### src/rtl/dmem_arbiter.sv
// dmem_arbiter: two-port data memory arbiter with lockable B port, starvation guard and registered access slot
module dmem_arbiter #(
  parameter int STARVE_MAX = 4
) (
  input  logic        clk,
  input  logic        reset,
  input  logic        a_req,
  input  logic        a_rw,
  input  logic        a_size,
  input  logic [7:0]  a_addr,
  input  logic [31:0] a_wdata,
  input  logic        b_req,
  input  logic        b_rw,
  input  logic        b_size,
  input  logic [7:0]  b_addr,
  input  logic [31:0] b_wdata,
  input  logic        b_lock,
  output logic        a_gnt,
  output logic        b_gnt,
  output logic        a_rvalid,
  output logic        b_rvalid,
  output logic [31:0] a_rdata,
  output logic [31:0] b_rdata,
  output logic        pipe_stall,
  output logic        mem_E,
  output logic        mem_RW,
  output logic        mem_Size,
  output logic [7:0]  mem_A,
  output logic [31:0] mem_DI,
  input  logic [31:0] mem_DO
);
  typedef enum logic {ARB, LOCK_B} state_t;
  localparam logic [3:0] SMAX = 4'(STARVE_MAX);
  state_t state, state_n;
  logic [3:0] streak;
  logic b_win, slot_v, slot_b, slot_rw, slot_size, rd_a, rd_b;
  logic [7:0] slot_addr;
  logic [31:0] slot_wdata;
  always_comb begin
    b_win = b_req & (~a_req | (streak == SMAX));
    b_gnt = (state == LOCK_B) ? b_req : b_win;
    a_gnt = (state == ARB) & a_req & ~b_win;
    state_n = (state == ARB) ? ((b_gnt & b_lock) ? LOCK_B : ARB) : (b_lock ? LOCK_B : ARB);
  end
  assign pipe_stall = a_req & ~a_gnt;
  assign mem_E      = slot_v;
  assign mem_RW     = slot_v & slot_rw;
  assign mem_Size   = slot_v & slot_size;
  assign mem_A      = slot_v ? slot_addr : 8'd0;
  assign mem_DI     = slot_v ? slot_wdata : 32'd0;
  assign rd_a       = slot_v & ~slot_rw & ~slot_b;
  assign rd_b       = slot_v & ~slot_rw & slot_b;
  always_ff @(posedge clk) begin
    if (!reset) begin
      state      <= ARB;
      streak     <= 4'd0;
      slot_v     <= 1'b0;
      slot_b     <= 1'b0;
      slot_rw    <= 1'b0;
      slot_size  <= 1'b0;
      slot_addr  <= 8'd0;
      slot_wdata <= 32'd0;
      a_rvalid   <= 1'b0;
      b_rvalid   <= 1'b0;
      a_rdata    <= 32'd0;
      b_rdata    <= 32'd0;
    end else begin
      state      <= state_n;
      streak     <= (b_gnt | ~b_req) ? 4'd0 : (a_gnt && streak != SMAX) ? streak + 4'd1 : streak;
      slot_v     <= a_gnt | b_gnt;
      slot_b     <= b_gnt;
      slot_rw    <= b_gnt ? b_rw : a_rw;
      slot_size  <= b_gnt ? b_size : a_size;
      slot_addr  <= b_gnt ? b_addr : a_addr;
      slot_wdata <= b_gnt ? b_wdata : a_wdata;
      a_rvalid   <= rd_a;
      b_rvalid   <= rd_b;
      if (rd_a) a_rdata <= mem_DO;
      if (rd_b) b_rdata <= mem_DO;
    end
  end
endmodule

### config.mk
export PLATFORM = sky130hd
export DESIGN_NAME = dmem_arbiter
export DESIGN_NICKNAME = d
export VERILOG_FILES = /design/src/rtl/dmem_arbiter.sv
export SDC_FILE = /design/constraint.sdc
export NUM_CORES = 1
export LEC_CHECK = 0
export CAP_MARGIN = 20
export CORE_AREA = 2 2 129 131
export DETAILED_ROUTE_END_ITERATION = 8
export DIE_AREA = 0 0 131 133
export DONT_BUFFER_PORTS = 1
export SLEW_MARGIN = 20
export SYNTH_ARGS = -nofsm -noshare
export SYNTH_HDL_FRONTEND = slang
export SYNTH_SLANG_ARGS = --single-unit
### constraint.sdc
create_clock -name clk -period 1.9 [get_ports clk]
set_input_delay 0.19 -clock clk [delete_from_list [all_inputs] [get_ports clk]]
set_output_delay 0.19 -clock clk [all_outputs]
set_load 0.02 [all_outputs]
==> metrics.yaml, run 1 <==
ys_types: 27
ys_async_sr_fraction_pct: 0
cts_hold_buf: 155
ios: 233
place.gp.congestion: 0.753
synth.avg_cell_area_um2: 8.62
rows: 47
place_hpwl_um: 8340
syn_area_mm2: 0.00472
postSynthCellCount: 548
yosys_warnings: 0
error: "[ERROR RSZ-0060] Max buffer count reached."
start_util_pct: 29.2
syn_nets: 671
htree_levels: 4
synth_edf_count: 0
ys_ff_latch: 115
ys.flop_type: "dfxtp_1"
synth_top_area_share_pct: 48.8
portBuffers: 0
post_cts_buffers: 1
cts-buffers-inserted: 17
yosysSeqAreaShare_pct: 48.8
cts-root-buf: "clkbuf_16"
postCtsResizedCells: 2
yosys.area.top_type: "dfxtp_1"
placed_cell_area_mm2: 0.00488
cts.sinks: 115
die_w_um: 131
synthTopCellsByArea: "dfxtp_1 (49%), nand2_1 (17%), mux2i_1 (8.9%), a21boi_1 (6.4%), and2_1 (6.0%)"
die_h_um: 133
cts_buffer_depth: 2
status: "stopped before the end"
failing_step: "4_1_cts"
-- cell usage after synthesis, types with 2 or more instances --
cell      number
clkbuf_1      16
mux2i_1       42
nand3b_1       2
ha_1           2
nor2b_1        2
inv_1          3
buf_2         12
dfxtp_1      115
nor2_1         5
nand2_1      214
and2_1        45
buf_4          6
buf_6          7
a21boi_1      40
a21boi_0      25
-- cell families after synthesis --
kind of cell / after synthesis / share of synthesized area (%)
fa+ha+maj: 2 / 0.530
compound gates: 67 / 10.6
flops: 115 / 48.8
mux: 42 / 8.90
simple gates: 276 / 25.4
xor+xnor: 2 / 0.371
buf+inv: 44 / 5.41
-- through the flow --
stage / util, % / std cells / setup WS [ps]
after detailed placement: 30.2 / 738 / 168
after floorplan: - / 548 / 447
after global placement: 30.2 / 738 / 304
==> inputs of run 2 (changes only) <==
--- a/config.mk
+++ b/config.mk
@@ -6,10 +6,11 @@
 export NUM_CORES = 1
 export LEC_CHECK = 0
 export CAP_MARGIN = 20
-export CORE_AREA = 2 2 129 131
+export CORE_AREA = 2 2 157 159
 export DETAILED_ROUTE_END_ITERATION = 8
-export DIE_AREA = 0 0 131 133
+export DIE_AREA = 0 0 159 161
 export DONT_BUFFER_PORTS = 1
+export PLACE_DENSITY_LB_ADDON = 0.15
 export SLEW_MARGIN = 20
 export SYNTH_ARGS = -nofsm -noshare
 export SYNTH_HDL_FRONTEND = slang
==> run 2 against run 1 <==
  * The run now ends clean
  * Area after synthesis stayed put
  * Synthesized cell count stayed put
==> metrics.yaml, run 2 <==
period_needed_ps: 1800
wl_per_cell_um: 15.4
synth.avg_cell_area_um2: 8.62
syn_nets: 671
htree_levels: 4
syn_area_mm2: 0.00472
clk_pin_slew_ps: 60
ys_types: 27
hp-class: "primary input to register"
tritoncts: "yes"
cp_max_fo: 4
grt_pass1_wl_um: 24900
nets: 830
rows: 57
p_per_area_mw_per_mm2: 908
postSynthCellCount: 548
grt_usage_pct: 12.5
ant_nets: 0
worstSetupPathType: "register to primary output"
drtPass1Iterations: 4
cts_buffer_depth: 2
final.period_utilization_pct: 94.5
fin_util_pct: 30.5
placedCellCount: 845
pre_cts_slack_ps: 154
clk_latency_ps: 410
drv_cap: 0
grt_setup_unrepaired: "no"
setup_viol: 0
slew_headroom_pct: 71.4
timing.setup.tns_ps: 0
die_w_um: 159
fin_skew_ps: 10.6
cts-buffers-inserted: 17
drtIter0Drc: 145
ir_drop_uv: 414
ys_ff_latch: 115
final-max-slew-violation-count: 0
via_count: 4298
yosysSeqAreaShare_pct: 48.8
wirelength_um: 16100
die_h_um: 161
design_area_mm2: 0.00730
n_antenna_cell: 0
synth_common_cells: "nand2_1 (214), dfxtp_1 (115), and2_1 (45), mux2i_1 (42), a21boi_1 (40)"
layout_common_cells: "nand2_1 (214), dlygate4sd3_1 (163), dfxtp_1 (113), and2_1 (44), mux2i_1 (42)"
antenna_found_initial: 0
vias_per_cell: 4.12
yosys_warnings: 0
place.gp.congestion: 0.780
overflow: 0
synthTopCellsByArea: "dfxtp_1 (49%), nand2_1 (17%), mux2i_1 (8.9%), a21boi_1 (6.4%), and2_1 (6.0%)"
portBuffers: 0
reg_top3: "a_rdata x32, b_rdata x32, slot_wdata x32"
synthToLayoutAreaGrowth_pct: 54.7
max_freq_mhz: 557
stdcell_count: 1043
yosys.area.top_type: "dfxtp_1"
drc: 0
ys.flop_type: "dfxtp_1"
dieArea_mm2: 0.0256
ios: 233
start_kind: "register"
crit_required_ps: 1710
arrival_ps: 1610
ys_async_sr_fraction_pct: 0
worst_slew_pin_slew_ps: 429
setup_ws_ps: 105
hold_viol: 0
cts-root-buf: "clkbuf_16"
crit_path_end_kind: "primary output"
grt_max_degree: 108
final_layout_size_suffix_gt1_share_pct: 7.79
synth_top_area_share_pct: 48.8
status: "completed"
yosysMostFrequentCell: "nand2_1"
core_area_mm2: 0.0240
placed_cell_area_mm2: 0.00501
cts.sinks: 115
final_common_cell: "nand2_1"
p_leak_nw: 2.78
start_util_pct: 19.7
synth_edf_count: 0
place_hpwl_um: 9130
grt_pass1_vias: 4484
-- run 2: stage by stage --
| stage | hold slack (ps) | total power, mW |
|---|---|---|
| finish | 36.3 | 6.63 |
| global route | 5.47 | 6.95 |
| CTS | 5.40 | 6.75 |
| detailed placement | 318 | 3.15 |
| global placement | 310 | 3.14 |
| floorplan | 304 | 3.08 |
-- run 2: critical path, cell delays in order, from the launching register on --
cell and delay [ps]:
dfxtp_2 330, inv_2 40, ha_2 160, and4b_1 250, nor3_4 60, nor2b_1 350
-- run 2: logic make-up after synthesis --
group | count (synthesis) | share of synthesized area, %
XOR/XNOR | 2 | 0.371
flip-flops | 115 | 48.8
AO/OA/AOI/OAI | 67 | 10.6
AND/OR/NAND/NOR | 276 | 25.4
adder cells (fa/ha/maj) | 2 | 0.530
buffers and inverters | 44 | 5.41
multiplexers | 42 | 8.90
-- run 2: metal layers --
layer	global-route usage (%)	vias up	wire, um
met5	0	-	0
met3	5.34	23	1340
li1	-	2065	-
met4	4.50	0	306
met2	21.3	200	7630
met1	13.9	2010	6810
-- run 2: final timing paths --
| check | from | endpoint | slack, ps | cells after the start |
|---|---|---|---|---|
| max | streak[0] | pipe_stall | 100 | 5 |
| min | reset | slot_wdata[20] | 40 | 2 |
| max reg2reg | streak[0] | slot_wdata[10] | 250 | 7 |
| min reg2reg | streak[0] | streak[0] | 440 | 1 |
-- run 2: cell type report --
type / count / area, um^2
well taps: 324 / 405
fillers: 2494 / 16700
multi-input cells: 389 / 2190
clock inverters: 9 / 104
inverters: 3 / 11.3
repair buffers: 181 / 1800
clock buffers: 22 / 484
flip-flops and latches: 115 / 2300
-- run 2: report_power, final --
part | internal [mW] | total, mW | switching, mW
sequential | 2.54 | 2.67 | 0.127
combinational | 0.402 | 0.767 | 0.365
clock | 2.06 | 3.20 | 1.14
total | 4.99 | 6.63 | 1.63
-- run 2: repair_timing --
item	in CTS	in global routing
hold buffers	164	0
setup buffers	1	2
endpoints found under the hold margin	115	0
setup endpoints to repair	10	2
resized for setup	4	5
pin swaps	1	4
No activity file was read; power rests on OpenSTA's default activity.
==> variant 1, RTL diff (settings of run 2) <==
`slot_wdata` no longer has a reset.
--- a/src/rtl/dmem_arbiter.sv
+++ b/src/rtl/dmem_arbiter.sv
@@ -61,3 +61,2 @@
       slot_addr  <= 8'd0;
-      slot_wdata <= 32'd0;
       a_rvalid   <= 1'b0;
@@ -74,3 +73,2 @@
       slot_addr  <= b_gnt ? b_addr : a_addr;
-      slot_wdata <= b_gnt ? b_wdata : a_wdata;
       a_rvalid   <= rd_a;
@@ -81,2 +79,6 @@
   end
+
+  always_ff @(posedge clk) begin
+    slot_wdata <= b_gnt ? b_wdata : a_wdata;
+  end
 endmodule
Formal check against the unedited RTL: same outputs for any inputs over 10 cycles, from zero or initial values and one cycle with reset low; that may be too few to reach the edited logic, so the function may still have changed.
==> variant 1 against run 2 <==
  * Largest cell class unchanged
  * Sequential cell count is the same
  * Critical endpoint is now slot_wdata[20]
  * Sequential share of layout area grew 2.5 points
  * Combinational power shrank 8.5%
  * Power grew 4.5%
  * Worst setup slack lost 0.021 ns
  * Clock power grew 11%
  * Routed wire length shrank 9.4%
  * Area after synthesis shrank 5.1%
  * Sequential power is essentially flat
  * Design area shrank 7.2%
  * Clock skew grew 0.00073 ns
  * Core utilization shrank 2.2 points
==> variant 1: results (changes against run 2) <==
| Quantity | Reported | Unit | vs run 2 |
| --- | --- | --- | --- |
| Result of the run | finished clean | - |  |
| Largest voltage drop on the vdd net | 378 | uV | -8.8% |
| CP max-delay cell | sky130_fd_sc_hd__mux2_2 | - |  |
| Leading post-synthesis cells by instance count | sky130_fd_sc_hd__nand2_1, sky130_fd_sc_hd__dfxtp_1, sky130_fd_sc_hd__a21boi_0, sky130_fd_sc_hd__and2_1, sky130_fd_sc_hd__mux2_2 | - |  |
| DRT Wirelength | 14.6 | mm | -9.4% |
| XOR/XNOR share of the synthesized area | 0.391 | % | +0.020 points |
| Fill cells | 2552 | - | +2.3% |
| Total global-route track usage | 11.2 | % | -1.3 points |
| Leakage | 2.55 | nW | -8.1% |
| Post-layout nets | 724 | - | -13% |
| Normalized max-slew margin | 71.8 | % | +0.42 points |
| Estimated wirelength of the detail-placed design | 8.67 | mm | -5.1% |
| Vias in the first global route | 3904 | - | -13% |
| Count of hold buffers inserted by post-cts repair | 124 | - | -24% |
| Number of distinct library cell variants in the gate-level netlist after synthesis | 28 | - | +3.7% |
| Pin count of the biggest net entering global routing | 87 | - | -19% |
| Compound-gate portion of the synthesized area | 11.6 | % | +0.99 points |
| Overall die area | 25600 | um2 | unchanged |
| Most common flop cell mapped by yosys | sky130_fd_sc_hd__dfxtp_1 | - |  |
| Category of cells accounting for the largest share of critical-path delay | buffers and inverters | - |  |
| Setup Skew | 0.0113 | ns | +0.000730 ns |
| Portion of the post-synthesis area used by sequential elements | 51.4 | % | +2.6 points |
| Multiplexer share of the synthesized area | 10.3 | % | +1.4 points |
| Vias after detailed routing | 3718 | - | -13% |
| Violation count after the first detailed-routing iteration | 134 | - | -7.6% |
| Arrival time reported for the critical path endpoint | 2.11 | ns | +0.50 ns |
| Routability cong. | 0.694 | - | -11% |
| Fraction of final layout cells sized beyond drive strength 1 | 14.0 | % | +6.2 points |
| Post CTS Setup Buffer Count | 2 | - | +1 |
| Highest fanout seen on the critical path | 16 | - | +12 |
| Number of buffers added on ports | 0 | - | unchanged |
| Number of buffers added by the clock tree synthesis step | 17 | - | unchanged |
| Share of synthesized cell area in full adder, half adder and majority cells | 0.559 | % | +0.029 points |
| Post-Synthesis Net Count | 601 | - | -10% |
| Top post-synthesis cells by area | sky130_fd_sc_hd__dfxtp_1, sky130_fd_sc_hd__nand2_1, sky130_fd_sc_hd__mux2_2 | - |  |
| Global-route wire length before repair | 22.0 | mm | -11% |
| H-tree Lvls | 4 | - | unchanged |
==> variant 1: through the flow <==
stage | cells | setup WS, ns | hold WS (ns) | instance area, um2 | util, %
global placement | 778 | 0.194 | 0.328 | 4800 | 20.0
global route | 938 | 0.00473 | 0.173 | 6780 | 28.3
CTS | 936 | 0.0109 | 0.121 | 6730 | 28.1
detailed placement | 778 | 0.164 | 0.331 | 4800 | 20.0
finish | 938 | 0.0837 | 0.161 | 6780 | 28.3
floorplan | 478 | 0.272 | 0.319 | 4480 | -
==> variant 1: final cells by class <==
type                            count  share of cell area, %
Inverter                            5                  0.351
Tap cell                          324                   5.98
Timing Repair Buffer              137                   21.0
Clock buffer                       19                   6.68
Sequential cell                   115                   34.0
Multi-Input combinational cell    325                   29.0
Clock inverter                     13                   2.90
==> variant 1: worst paths after layout <==
kind | start | endpoint | slack [ns] | cells past startpoint
worst max register to register | streak[0] | slot_wdata[20] | 0.08 | 7
worst min register to register | streak[0] | streak[0] | 0.51 | 2
worst min-delay path | a_req | mem_E | 0.16 | 2
worst max-delay path | streak[0] | slot_wdata[20] | 0.08 | 7
==> variant 1: cells by family after synthesis <==
group	count (synthesis)
DFF	115
muxes	42
and+or+nand+nor	210
AOI/OAI and AO/OA	69
buffers and inverters	38
xor gates and xnor gates	2
adders and majority gates	2
==> variant 1: layer usage <==
layer  GRT usage, %  wire length, um  vias up
met3           4.16             1050       10
met1           12.3             5990     1775
met2           19.7             7320      144
met5              0                0        -
met4           4.30              210        0
li1               -                -     1789
==> variant 1: power breakdown <==
part / total, mW / switching (mW) / internal, mW
registers: 2.67 / 0.128 / 2.55
logic: 0.702 / 0.340 / 0.362
clock network: 3.55 / 1.26 / 2.29
==> variant 2, RTL diff (config.mk and constraints of run 2) <==
Without the edit above. Make the reset (`reset`) asynchronous in one clocked block.
--- a/src/rtl/dmem_arbiter.sv
+++ b/src/rtl/dmem_arbiter.sv
@@ -52,3 +52,3 @@
   assign rd_b       = slot_v & ~slot_rw & slot_b;
-  always_ff @(posedge clk) begin
+  always_ff @(posedge clk or negedge reset) begin
     if (!reset) begin
Function: differs if reset is asserted again (counterexample within 4 cycles, from zero or initial values and one cycle with reset low); with reset held inactive, the same outputs for 10 cycles.
==> variant 2 against run 2 <==
  * The flow now finishes with violations (negative hold slack)
  * Non-clock buffer count down 46
  * Power is 23% higher
  * Worst setup slack got worse by 0.046 ns
  * Highest routed layer unchanged
  * Area after synthesis up 1.9%
  * Design area is 2.9% lower
  * Global-route usage is 2.5 points lower
  * Die area unchanged
  * Final cell count shrank 25%
  * Routed wire length fell by 22%
  * Critical path depth grew 2
  * Sequential cell count is the same
==> variant 2: results (changes against run 2) <==
| Quantity | Reported | Unit | vs run 2 |
| --- | --- | --- | --- |
| Total global-route track usage | 9.92 | % | -2.5 points |
| R2r setup slk | 0.06 | ns | -0.19 ns |
| Top post-synthesis cells by area | sky130_fd_sc_hd__dfrtp_1, sky130_fd_sc_hd__mux2_2, sky130_fd_sc_hd__mux2_4 | - |  |
| Crit Reg-Reg Startpoint | streak[0] | - |  |
| Synth-to-layout area growth | 47.5 | % |  |
| Result of the run | finished with violations | - |  |
| Worst min path class | primary input to asynchronous set/reset pin | - |  |
| Vias after detailed routing | 2958 | - | -31% |
| Leakage | 3.07 | nW | +10% |
| Count of hold buffers inserted by post-cts repair | 120 | - | -27% |
| Final-layout worst hold slack | -0.525 | ns | -0.561 ns |
| Largest voltage drop on the vdd net | 391 | uV | -5.7% |
| Multiplexer share of the synthesized area | 27.9 | % | +19 points |
| Number of distinct library cell variants in the gate-level netlist after synthesis | 26 | - | -3.7% |
| Wire per inst | 16.1 | um | +4.5% |
| Number of endpoints with negative hold slack in the final report | 115 | - | +115 |
| Total iterations of the first detailed-routing run | 3 | - | -1 |
| Routability cong. | 0.645 | - | -17% |
| Estimated wirelength of the detail-placed design | 7.74 | mm | -15% |
| Worst slack at placement | 0.104 | ns | -0.0499 ns |
| Pin count of the biggest net entering global routing | 116 | - | +7.4% |
| Highest fanout seen on the critical path | 16 | - | +12 |
| Violations in the final reports | negative hold slack | - |  |
| Setup Skew | 0.00840 | ns | -0.00219 ns |
| Post-layout nets | 568 | - | -32% |
| Category of cells accounting for the largest share of critical-path delay | buffers and inverters | - |  |
variant 2: area by class of cell:
type / instances / area [um2]
clock buffers: 21 / 460
clock inverters: 10 / 180
fillers: 2438 / 16900
inverters: 6 / 26.3
multi-input cells: 170 / 1780
flip-flops and latches: 115 / 2880
well taps: 324 / 405
repair buffers: 135 / 1370
variant 2: cell families after synthesis:
logic type               Yosys count
AO/OA/AOI/OAI                      4
XOR/XNOR                           2
adder cells (fa/ha/maj)            2
buffers and inverters             21
flip-flops                       115
multiplexers                     106
AND/OR/NAND/NOR                   56
variant 2: how the worst max path moves through the flow:
stage               startpoint              to  cells past startpoint  slack, ns
CTS                  streak[0]           b_gnt                      6      0.002
detailed placement   streak[0]  slot_wdata[31]                      6       0.10
finish               streak[0]    slot_addr[2]                      7       0.06
floorplan            streak[0]    slot_addr[0]                      7       0.31
global route         streak[0]           b_gnt                      6     -0.005
global placement     streak[0]    slot_addr[7]                      6       0.15
variant 2: per-layer routing:
layer | routed length, um | global-route usage (%) | up-vias
met5 | 0 | 0 | -
met4 | 151 | 3.14 | 0
met3 | 1210 | 5.11 | 11
met2 | 6240 | 16.8 | 164
met1 | 4990 | 10.9 | 1468
li1 | - | - | 1315
variant 2: repair_timing:
item | in CTS | in global routing
buffers inserted | 4 | 2
hold endpoints to repair | 227 | 115
setup endpoints to repair | 1 | 14
pin swaps | 1 | 0
resized for setup | 3 | 1
cloned | 1 | 0
variant 2: power groups by stage:
stage                     logic [mW]  registers, mW  clock network (mW)
after global routing            1.14           3.62                3.79
after CTS                       1.07           3.57                3.67
after detailed placement       0.836           3.61                   0
final                           1.05           3.56                3.52
after global placement         0.811           3.62                   0
after floorplan                0.730           3.51                   0
